--- src/rtl/key_debounce_if.sv ---
// Pushbutton bundle between the board pins and the display logic: raw
// active-low keys in, debounced level and event pulses out.
interface key_debounce_if #(
  parameter int N_KEYS = 2
);
  logic [N_KEYS-1:0] KEY;
  logic [N_KEYS-1:0] KEY_LEVEL;
  logic [N_KEYS-1:0] KEY_PRESS;
  logic [N_KEYS-1:0] KEY_RELEASE;
  logic [N_KEYS-1:0] KEY_RPT;

  // Board/stimulus side drives the raw keys and consumes the conditioned outputs.
  modport master (
    output KEY,
    input  KEY_LEVEL,
    input  KEY_PRESS,
    input  KEY_RELEASE,
    input  KEY_RPT
  );

  // Debouncer side.
  modport slave (
    input  KEY,
    output KEY_LEVEL,
    output KEY_PRESS,
    output KEY_RELEASE,
    output KEY_RPT
  );
endinterface

--- src/rtl/key_debounce.sv ---
// Per-key synchronizer, debouncer and press/release/auto-repeat pulse generator
// for active-low DE-series pushbuttons; every output is registered.
module key_debounce #(
  parameter int N_KEYS          = 2,
  parameter int DEBOUNCE_CYCLES = 1000000,
  parameter int HOLD_CYCLES     = 25000000,
  parameter int REPEAT_CYCLES   = 5000000
) (
  input logic         CLOCK_50,
  input logic         Resetn,
  key_debounce_if.slave kif
);

  localparam int DCNT_W   = $clog2(DEBOUNCE_CYCLES) + 1;
  localparam int HCNT_MAX = (HOLD_CYCLES > REPEAT_CYCLES) ? HOLD_CYCLES : REPEAT_CYCLES;
  localparam int HCNT_W   = $clog2(HCNT_MAX) + 1;

  localparam logic [DCNT_W-1:0] D_TERM = DCNT_W'(DEBOUNCE_CYCLES - 1);
  localparam logic [HCNT_W-1:0] H_TERM = HCNT_W'(HOLD_CYCLES - 1);
  localparam logic [HCNT_W-1:0] R_TERM = HCNT_W'(REPEAT_CYCLES - 1);

  typedef enum logic [1:0] {
    IDLE      = 2'd0,
    HELD      = 2'd1,
    REPEATING = 2'd2
  } state_t;

  logic [N_KEYS-1:0] level_vec;
  logic [N_KEYS-1:0] press_vec;
  logic [N_KEYS-1:0] rel_vec;
  logic [N_KEYS-1:0] rpt_vec;

  for (genvar i = 0; i < N_KEYS; i++) begin : g_key
    logic              sync1;
    logic              sync2;
    logic              raw;
    logic              differ;
    logic              accept;
    logic              press_evt;
    logic              release_evt;
    logic [DCNT_W-1:0] dcnt;
    logic              level;
    logic              press_q;
    logic              rel_q;

    state_t            state;
    state_t            state_next;
    logic [HCNT_W-1:0] hcnt;
    logic [HCNT_W-1:0] hcnt_next;
    logic              rpt_q;
    logic              rpt_next;

    assign raw         = ~sync2;
    assign differ      = raw ^ level;
    assign accept      = differ && (dcnt == D_TERM);
    assign press_evt   = accept &&  raw;
    assign release_evt = accept && !raw;

    // Synchronizer and debounce counter. Sync flops reset to 1 so a key held
    // through reset is seen as a fresh press once reset is released.
    // NOTE: sequential state uses non-blocking assignments only, so every flop
    // samples pre-edge values regardless of statement order.
    always_ff @(posedge CLOCK_50 or negedge Resetn) begin
      if (!Resetn) begin
        sync1   <= 1'b1;
        sync2   <= 1'b1;
        dcnt    <= '0;
        level   <= 1'b0;
        press_q <= 1'b0;
        rel_q   <= 1'b0;
      end else begin
        sync1   <= kif.KEY[i];
        sync2   <= sync1;
        press_q <= press_evt;
        rel_q   <= release_evt;
        if (!differ) begin
          dcnt <= '0;
        end else if (accept) begin
          level <= raw;
          dcnt  <= '0;
        end else begin
          dcnt <= dcnt + DCNT_W'(1);
        end
      end
    end

    // Hold/repeat FSM: state register (KEY_RPT is registered alongside).
    always_ff @(posedge CLOCK_50 or negedge Resetn) begin
      if (!Resetn) begin
        state <= IDLE;
        hcnt  <= '0;
        rpt_q <= 1'b0;
      end else begin
        state <= state_next;
        hcnt  <= hcnt_next;
        rpt_q <= rpt_next;
      end
    end

    // Next-state logic; release always takes priority over a terminal count.
    // NOTE: defaults at the top of the comb block keep it free of inferred latches.
    always_comb begin
      state_next = state;
      hcnt_next  = hcnt;
      case (state)
        IDLE: begin
          if (press_evt) begin
            state_next = HELD;
            hcnt_next  = '0;
          end
        end
        HELD: begin
          if (release_evt) begin
            state_next = IDLE;
            hcnt_next  = '0;
          end else if (hcnt == H_TERM) begin
            state_next = REPEATING;
            hcnt_next  = '0;
          end else begin
            hcnt_next = hcnt + HCNT_W'(1);
          end
        end
        REPEATING: begin
          if (release_evt) begin
            state_next = IDLE;
            hcnt_next  = '0;
          end else if (hcnt == R_TERM) begin
            hcnt_next = '0;
          end else begin
            hcnt_next = hcnt + HCNT_W'(1);
          end
        end
        default: begin
          state_next = IDLE;
          hcnt_next  = '0;
        end
      endcase
    end

    // Output logic: one repeat pulse per terminal count while still held.
    always_comb begin
      rpt_next = 1'b0;
      case (state)
        HELD:      rpt_next = !release_evt && (hcnt == H_TERM);
        REPEATING: rpt_next = !release_evt && (hcnt == R_TERM);
        default:   rpt_next = 1'b0;
      endcase
    end

    assign level_vec[i] = level;
    assign press_vec[i] = press_q;
    assign rel_vec[i]   = rel_q;
    assign rpt_vec[i]   = rpt_q;
  end

  assign kif.KEY_LEVEL   = level_vec;
  assign kif.KEY_PRESS   = press_vec;
  assign kif.KEY_RELEASE = rel_vec;
  assign kif.KEY_RPT     = rpt_vec;

endmodule

--- src/flat_wrapper.sv ---
// flat-port wrapper written by rule: the top's interface ports become plain ports
module key_debounce_flat 
#(
  parameter int N_KEYS          = 2,
  parameter int DEBOUNCE_CYCLES = 1000000,
  parameter int HOLD_CYCLES     = 25000000,
  parameter int REPEAT_CYCLES   = 5000000
)
  (CLOCK_50, Resetn, kif_KEY, kif_KEY_LEVEL, kif_KEY_PRESS, kif_KEY_RELEASE, kif_KEY_RPT);
  key_debounce_if #(.N_KEYS(N_KEYS)) kif_i ();
  input logic CLOCK_50;
  input logic Resetn;
  input wire logic [$bits(kif_i.KEY)-1:0] kif_KEY;
  output wire logic [$bits(kif_i.KEY_LEVEL)-1:0] kif_KEY_LEVEL;
  output wire logic [$bits(kif_i.KEY_PRESS)-1:0] kif_KEY_PRESS;
  output wire logic [$bits(kif_i.KEY_RELEASE)-1:0] kif_KEY_RELEASE;
  output wire logic [$bits(kif_i.KEY_RPT)-1:0] kif_KEY_RPT;
  assign kif_i.KEY = kif_KEY;
  assign kif_KEY_LEVEL = kif_i.KEY_LEVEL;
  assign kif_KEY_PRESS = kif_i.KEY_PRESS;
  assign kif_KEY_RELEASE = kif_i.KEY_RELEASE;
  assign kif_KEY_RPT = kif_i.KEY_RPT;
  key_debounce #(.N_KEYS(N_KEYS), .DEBOUNCE_CYCLES(DEBOUNCE_CYCLES), .HOLD_CYCLES(HOLD_CYCLES), .REPEAT_CYCLES(REPEAT_CYCLES)) u_core (.CLOCK_50(CLOCK_50), .Resetn(Resetn), .kif(kif_i));
endmodule
--- config.mk ---
export PLATFORM = sky130hd
export DESIGN_NAME = key_debounce_flat
export DESIGN_NICKNAME = d
export VERILOG_FILES = /design/src/rtl/key_debounce_if.sv /design/src/rtl/key_debounce.sv /design/src/flat_wrapper.sv
export SDC_FILE = /design/constraint.sdc
export NUM_CORES = 1
export LEC_CHECK = 0
export BUFFER_PORTS_ARGS = -buffer_cell sky130_fd_sc_hd__buf_2
export CORE_ASPECT_RATIO = 0.8
export CORE_MARGIN = 2
export CORE_UTILIZATION = 60
export DETAILED_ROUTE_END_ITERATION = 12
export PLACE_DENSITY = 0.79
export SLEW_MARGIN = 15
export SYNTH_ARGS = -nofsm -noshare
export SYNTH_HDL_FRONTEND = slang
export SYNTH_SLANG_ARGS = --single-unit
--- constraint.sdc ---
create_clock -name CLOCK_50 -period 3.5 [get_ports CLOCK_50]
set_input_delay 0.175 -clock CLOCK_50 [delete_from_list [all_inputs] [get_ports CLOCK_50]]
set_output_delay 0.175 -clock CLOCK_50 [all_outputs]
set_load 0.05 [all_outputs]
==> out/qor.csv, run 1 <==
stage;metric;value;unit
placement;port_buffers;11;
routing;vias;4894;
synthesis;synthXorXnorAreaFrac;5.51;%
routing;drc_errors;0;
grt;grt_max_degree;62;
floorplanning;die_h;92.6;um
synthesis;synth_compound_area_share;12.0;%
synthesis;synth_top_family_by_area;simple AND/OR/NAND/NOR gates;
synthesis;ys_ff_latch;110;
routing;wirelength;12.5;mm
clock_network;cts_tree;done;
power_and_ir_drop;power;2.38;mW
critical_path;r2r_slack;0.38;ns
synthesis;synth_most_common_cell;dfrtp_1;
hold_path;hold_class;reg -> reg;
synthesis;yosys-top-cells-count;dfrtp_1, nand2_1, nand3_1, nor2_1;
critical_path;crit_chain;or4b_2, or4_1, o41ai_2, a211o_1, buf_4, nor4_1, a21o_1;
clock_network;post_cts_buffers;0;
grt;grt_pass1_vias;4764;
power_and_ir_drop;clock_power_share;43.8;%
grt;grtUsageTotal;25.2;%
placement;dpl.hpwl;8.35;mm
critical_path;cp-end-kind;flop;
floorplanning;ios;12;
clock_network;clk_pin_slew;0.07;ns
synthesis;syn_inst;640;
sta;setup_tns;0;ns
sta;timing.final.crit_share;89.2;%
sta;slew_headroom;30.4;%
sta;layout_min_cycle_time;3.12;ns
status;status;finished clean;
floorplanning;core;0.00957;mm^2
sta;tightest_slew;1.04;ns
floorplanning;start_util;61.5;%
sta;setup_viol_count_final;0;
clock_network;htreeDepth;3;
synthesis;synth.top_cell.area_share;45.1;%
critical_path;crit_slowest_cell;or4b_2;
synthesis;synth-async-reset-ratio;100;%
grt;grt_pass1_wl;21.6;mm
floorplanning;die_w;115;um
synthesis;ys_seq_area_share;46.9;%
power_and_ir_drop;seq_power_share;54.1;%
synthesis;synthMuxAreaShare;0.702;%
floorplanning;dieArea;0.0106;mm^2
sta;final_max_slew_viol_count;0;
floorplanning;core.rowCount;32;
hold_path;whs_endpoint;u_core.g_key[0].sync2;
cells_and_area;area_growth;7.87;%
cells_and_area;drive_above_1_share;7.23;%
critical_path;crit_start;u_core.g_key[1].hcnt[6];
synthesis;ys_types;52;
grt;antenna_found_initial;0;
routing;drtAntennaViolNets;0;
routing;drt-initial-drc-count;311;
critical_path;critPathMaxStageDelay;0.67;ns
synthesis;synth_top_area_cell;dfrtp_1;
critical_path;reg2reg_from;u_core.g_key[1].hcnt[6];
grt;grt_overflow_total;0;
sta;whs;0.361;ns
sta;rsz0062_at_grt;no;
clock_network;clock_sinks;110;
flow_run;maxCapViolations;0;
synthesis;syn_area;0.00588;mm^2
clock_network;clkLatencyLatePin;0.35;ns
power_and_ir_drop;power_switching;511;uW
clock_network;cts_max_path_buffers;2;
synthesis;yosys.area_share.simple;29.3;%
critical_path;rr_endpoint;u_core.g_key[1].hcnt[5];
sta;clock_skew;0.00682;ns
power_and_ir_drop;p_per_area;376;mW/mm^2
critical_path;cp-start-kind;flop;
synthesis;yosysWarnings;0;
critical_path;cp_max_fo;13;
sta;fmax;320;MHz
synthesis;avgSynthCellArea;9.19;um^2
cells_and_area;antennaDiodeCount;0;
sta;hold_violations;0;
clock_network;cts_root_buffer;clkbuf_16;
critical_path;ff2ff_path_depth;7;
routing;viasPerCell;6.36;
critical_path;critPathArrivalTime;3.36;ns
power_and_ir_drop;p_leak;2.59;nW
hold_path;min_delay_path_depth;0;
cells_and_area;nets;659;
cells_and_area;fill_cells;755;
routing;routedWlPerCell;16.3;um
power_and_ir_drop;switching_share;21.5;%
synthesis;yosys.area_share.adder;2.13;%
critical_path;crit_type;reg -> reg;
synthesis;ys.flop_type;dfrtp_1;
synthesis;ys_top_cells_by_area;dfrtp_1, nand3_1, nand2_1;
clock_network;cts_inserted_buffers;9;
routing;first_pass_iters;5;
power_and_ir_drop;comb_power_share;2.1;%
synthesis;synth_fp_nets;654;
critical_path;critical_path_required;3.74;ns
placement;place_congestion;0.854;
power_and_ir_drop;peakVddDrop;225;uV
power_and_ir_drop;p_int;1.87;mW
synthesis;synth_edf_count;0;
hold_path;hold_start;u_core.g_key[0].sync1;
-- worst max path at each step --
stage / end / slack, ns / depth (start not counted)
floorplan: u_core.g_key[1].hcnt[24] / 0.63 / 7
global placement: u_core.g_key[1].hcnt[11] / 0.50 / 7
detailed placement: u_core.g_key[1].hcnt[5] / 0.43 / 7
CTS: u_core.g_key[1].hcnt[5] / 0.40 / 7
global route: u_core.g_key[1].hcnt[5] / 0.23 / 7
finish: u_core.g_key[1].hcnt[5] / 0.38 / 7
-- layout make-up --
type                       instances  area [um^2]  area share [%]
timing repair buffer              23          155            2.45
inverter                          16         60.1           0.947
tap                              119          149            2.35
sequential                       110         2760            43.5
clock inverter                     4         55.1           0.868
clock buffer                      12          246            3.88
multi-input combinational        485         2920            46.0
-- state kept, by name (all words and copies together), names as in the netlist --
register and count:
u_core.g_key.level 2, u_core.g_key.rel_q 2, u_core.g_key.press_q 2, u_core.g_key.state 4, u_core.g_key.hcnt 52, u_core.g_key.sync2 2, u_core.g_key.sync1 2, u_core.g_key.dcnt 42
u_core.g_key.rpt_q 2
-- power groups by stage --
stage,Clock (mW),Combinational [mW],Sequential [mW]
after floorplan,0,0.0164,1.31
after global placement,0,0.0480,1.31
after detailed placement,0,0.0498,1.31
after CTS,1.06,0.0526,1.29
after global routing,1.11,0.0592,1.29
final,1.04,0.0500,1.29
-- worst max-delay path, delay by kind of cell, from the launching register on --
family	cells	cell delay, ns
and+or+nand+nor	3	1.25
AOI/OAI and AO/OA	3	1.07
DFF	1	0.44
buffers and inverters	1	0.26
-- routing by layer --
layer	wire, um	global-route usage [%]	up-vias
met1	5890	34.6	2387
met5	0	0	-
li1	-	-	2349
met4	138	7.83	0
met2	5820	40.3	143
met3	655	5.37	15
-- through the flow --
stage / area (um^2) / std cells / worst slack (ns) / utilization, %
final: 6340 / 769 / 0.379 / 66.3
after global routing: 6340 / 769 / 0.227 / 66.3
after CTS: 6340 / 769 / 0.405 / 66.3
after detailed placement: 6010 / 750 / 0.432 / 62.8
after global placement: 6010 / 750 / 0.503 / 62.8
after floorplan: 5880 / 640 / 0.626 / -
-- cells by family after synthesis --
group           Yosys count
fa+ha+maj                10
simple gates            332
flops                   110
xor+xnor                 37
buf+inv                  45
compound gates          102
mux                       4
-- timing repair --
| item | in CTS | in global routing |
|---|---|---|
| gates resized for setup | 0 | 0 |
| endpoints found under the hold margin | 59 | 0 |
| hold buffers | 3 | 0 |
-- layout by cell type, fill, tap and decap left out, types with 4 or more instances in the layout --
cell type,synthesis,final
ha_1,10,10
o41a_1,4,4
a22oi_1,4,4
o311ai_0,12,12
clkbuf_16,0,9
nor4b_1,4,4
or2_2,4,4
and2_1,7,7
and4_1,9,9
xor2_1,23,23
buf_4,8,10
or3_1,18,18
nor4_1,13,13
o31ai_1,11,11
a31oi_1,6,6
nand2b_1,4,4
nor3_1,15,15
a21o_1,8,8
dfrtp_1,106,106
or4_1,10,10
and3_1,14,14
a21oi_1,15,15
nand4_1,24,24
nor2_1,58,58
o21a_1,4,4
nand3_1,66,66
inv_1,16,16
buf_2,3,10
nand2_1,74,74
xnor2_1,14,14
o21ai_0,24,24
dfstp_2,4,4
Note: power is estimated with default switching activity, not from simulation.
==> run 2: changes to the inputs <==
- CORE_UTILIZATION: 60 -> 25
- CTS_BUF_LIST: not set -> sky130_fd_sc_hd__clkbuf_16
- PLACE_DENSITY: 0.79 -> 0.41
==> run 2 against run 1 <==
  * Wire length increased by 10%
  * Non-clock buffer count increased by 3
  * Die area increased by 130%
  * Cell count increased by 25%
  * Sequential share of layout area decreased by 1.6 points
  * Global-route usage decreased by 13 points
  * Sequential power about the same
  * Register-to-register slack got worse by 0.04 ns
  * Largest power group unchanged
  * Highest routed layer unchanged
==> out/qor.csv, run 2 (same netlist as run 1, synthesis figures left out) <==
stage;metric;value;unit
grt;grt_max_degree;66;
routing;routedWlPerCell;14.3;um
grt;grt_pass1_wl;24.0;mm
power_and_ir_drop;switching_share;23.3;%
sta;setup_tns;0;ns
floorplanning;die_h;141;um
critical_path;crit_chain;or4b_2, or4_1, o41ai_2, a211o_1, buf_4, nor4_1, a21o_1;
critical_path;cp-start-kind;flop;
clock_network;htreeDepth;3;
cells_and_area;reg_top3;u_core.g_key.hcnt (52), u_core.g_key.dcnt (42), u_core.g_key.state (4);
routing;first_pass_iters;5;
critical_path;crit_slowest_cell;or4b_2;
cells_and_area;drive_above_1_share;7.66;%
sta;layout_min_cycle_time;3.16;ns
power_and_ir_drop;p_per_area;350;mW/mm^2
power_and_ir_drop;p_int;1.77;mW
sta;setup_viol_count_final;0;
clock_network;clock_sinks;110;
cells_and_area;area_growth;12.1;%
power_and_ir_drop;power_switching;539;uW
grt;antenna_found_initial;0;
cells_and_area;largest_reg_flops;52;
flow_run;maxCapViolations;0;
critical_path;critical_path_required;3.76;ns
sta;clock_skew;0.00625;ns
sta;hold_violations;0;
floorplanning;core;0.0233;mm^2
sta;slew_headroom;41.9;%
cells_and_area;layout_commonest_cell;dfrtp_1;
clock_network;cts_max_path_buffers;2;
sta;final_max_slew_viol_count;0;
critical_path;critPathArrivalTime;3.42;ns
cells_and_area;antennaDiodeCount;0;
clock_network;cts_tree;done;
power_and_ir_drop;peakVddDrop;236;uV
floorplanning;die_w;175;um
grt;grt_overflow_total;0;
power_and_ir_drop;clock_power_share;42.0;%
critical_path;cp_max_fo;12;
sta;timing.final.crit_share;90.4;%
clock_network;cts_inserted_buffers;9;
critical_path;crit_type;reg -> reg;
sta;tightest_slew;0.871;ns
cells_and_area;top_register;u_core.g_key.hcnt;
routing;wirelength;13.8;mm
sta;rsz0062_at_grt;no;
placement;place_congestion;0.782;
routing;drt-initial-drc-count;445;
clock_network;cts_root_buffer;clkbuf_16;
grt;grt_pass1_vias;4680;
power_and_ir_drop;seq_power_share;55.8;%
routing;drc_errors;0;
routing;vias;4800;
clock_network;clk_pin_slew;0.07;ns
cells_and_area;layout_common_cells;dfrtp_1, nand2_1, nand3_1, nor2_1;
cells_and_area;nets;662;
routing;viasPerCell;4.97;
placement;port_buffers;11;
critical_path;cp-end-kind;flop;
routing;drtAntennaViolNets;0;
hold_path;hold_class;reg -> reg;
clock_network;post_cts_buffers;0;
placement;dpl.hpwl;9.54;mm
power_and_ir_drop;p_leak;2.60;nW
floorplanning;core.rowCount;50;
clock_network;clkLatencyLatePin;0.36;ns
floorplanning;dieArea;0.0248;mm^2
cells_and_area;fill_cells;2473;
critical_path;critPathMaxStageDelay;0.67;ns
power_and_ir_drop;comb_power_share;2.3;%
power_and_ir_drop;power;2.31;mW
sta;fmax;316;MHz
floorplanning;start_util;25.3;%
floorplanning;ios;12;
status;status;finished clean;
grt;grtUsageTotal;12.0;%
==> run 2: timing repair <==
action / in CTS / in global routing
gates resized for setup: 0 / 0
hold endpoints to repair: 62 / 0
hold buffers: 3 / 0
setup endpoints to repair: 0 / 0
==> run 2: worst max-delay path, delay by kind of cell, from the launching register on <==
kind | cells | cell delay, ns
DFF | 1 | 0.44
and+or+nand+nor | 3 | 1.27
AOI/OAI and AO/OA | 3 | 1.08
buffers and inverters | 1 | 0.27
==> run 2: power groups by stage <==
stage / registers, mW / clock network (mW) / logic [mW]
6_report: 1.29 / 0.970 / 0.0526
5_1_grt: 1.29 / 1.07 / 0.0632
4_1_cts: 1.29 / 1.02 / 0.0567
3_5_place_dp: 1.31 / 0 / 0.0541
3_3_place_gp: 1.31 / 0 / 0.0526
2_1_floorplan: 1.31 / 0 / 0.0164
==> run 2: stage by stage <==
step           cells  utilization (%)  cell area [um^2]  setup WS [ns]  hold slack, ns
2_1_floorplan    640                -              5880          0.626          -0.121
3_3_place_gp     946             27.1              6300          0.385           0.281
3_5_place_dp     946             27.1              6300          0.327           0.281
4_1_cts          965             28.3              6590          0.311           0.359
5_1_grt          965             28.3              6590          0.162           0.360
6_report         965             28.3              6590          0.337           0.358
==> run 2: final timing paths <==
path | to | startpoint | slack [ns] | cells past startpoint
setup reg to reg | u_core.g_key[1].hcnt[5] | u_core.g_key[1].hcnt[6] | 0.34 | 7
setup / recovery | u_core.g_key[1].hcnt[5] | u_core.g_key[1].hcnt[6] | 0.34 | 7
max in group asynchronous | u_core.g_key[0].hcnt[4] | Resetn | 2.24 | 3
min in group asynchronous | u_core.g_key[1].hcnt[13] | Resetn | 0.47 | 2
hold / removal | u_core.g_key[0].sync2 | u_core.g_key[0].sync1 | 0.36 | 0
hold reg to reg | u_core.g_key[0].sync2 | u_core.g_key[0].sync1 | 0.36 | 0
==> run 2: layer usage <==
metal | vias to the layer above | GRT usage (%) | part of all wire [%]
met5 | - | 0 | 0
met4 | 0 | 3.09 | 1.1
met3 | 15 | 3.29 | 3.5
met2 | 54 | 16.9 | 42
met1 | 2375 | 17.8 | 53
li1 | 2356 | - | -
==> run 2: final cells by class <==
cell class | count | area (um^2) | share of cell area, %
timing repair buffer | 26 | 190 | 2.88
sequential | 110 | 2760 | 41.8
clock buffer | 9 | 225 | 3.42
inverter | 16 | 60.1 | 0.911
multi-input combinational | 485 | 2930 | 44.4
clock inverter | 7 | 41.3 | 0.626
tap | 312 | 390 | 5.92
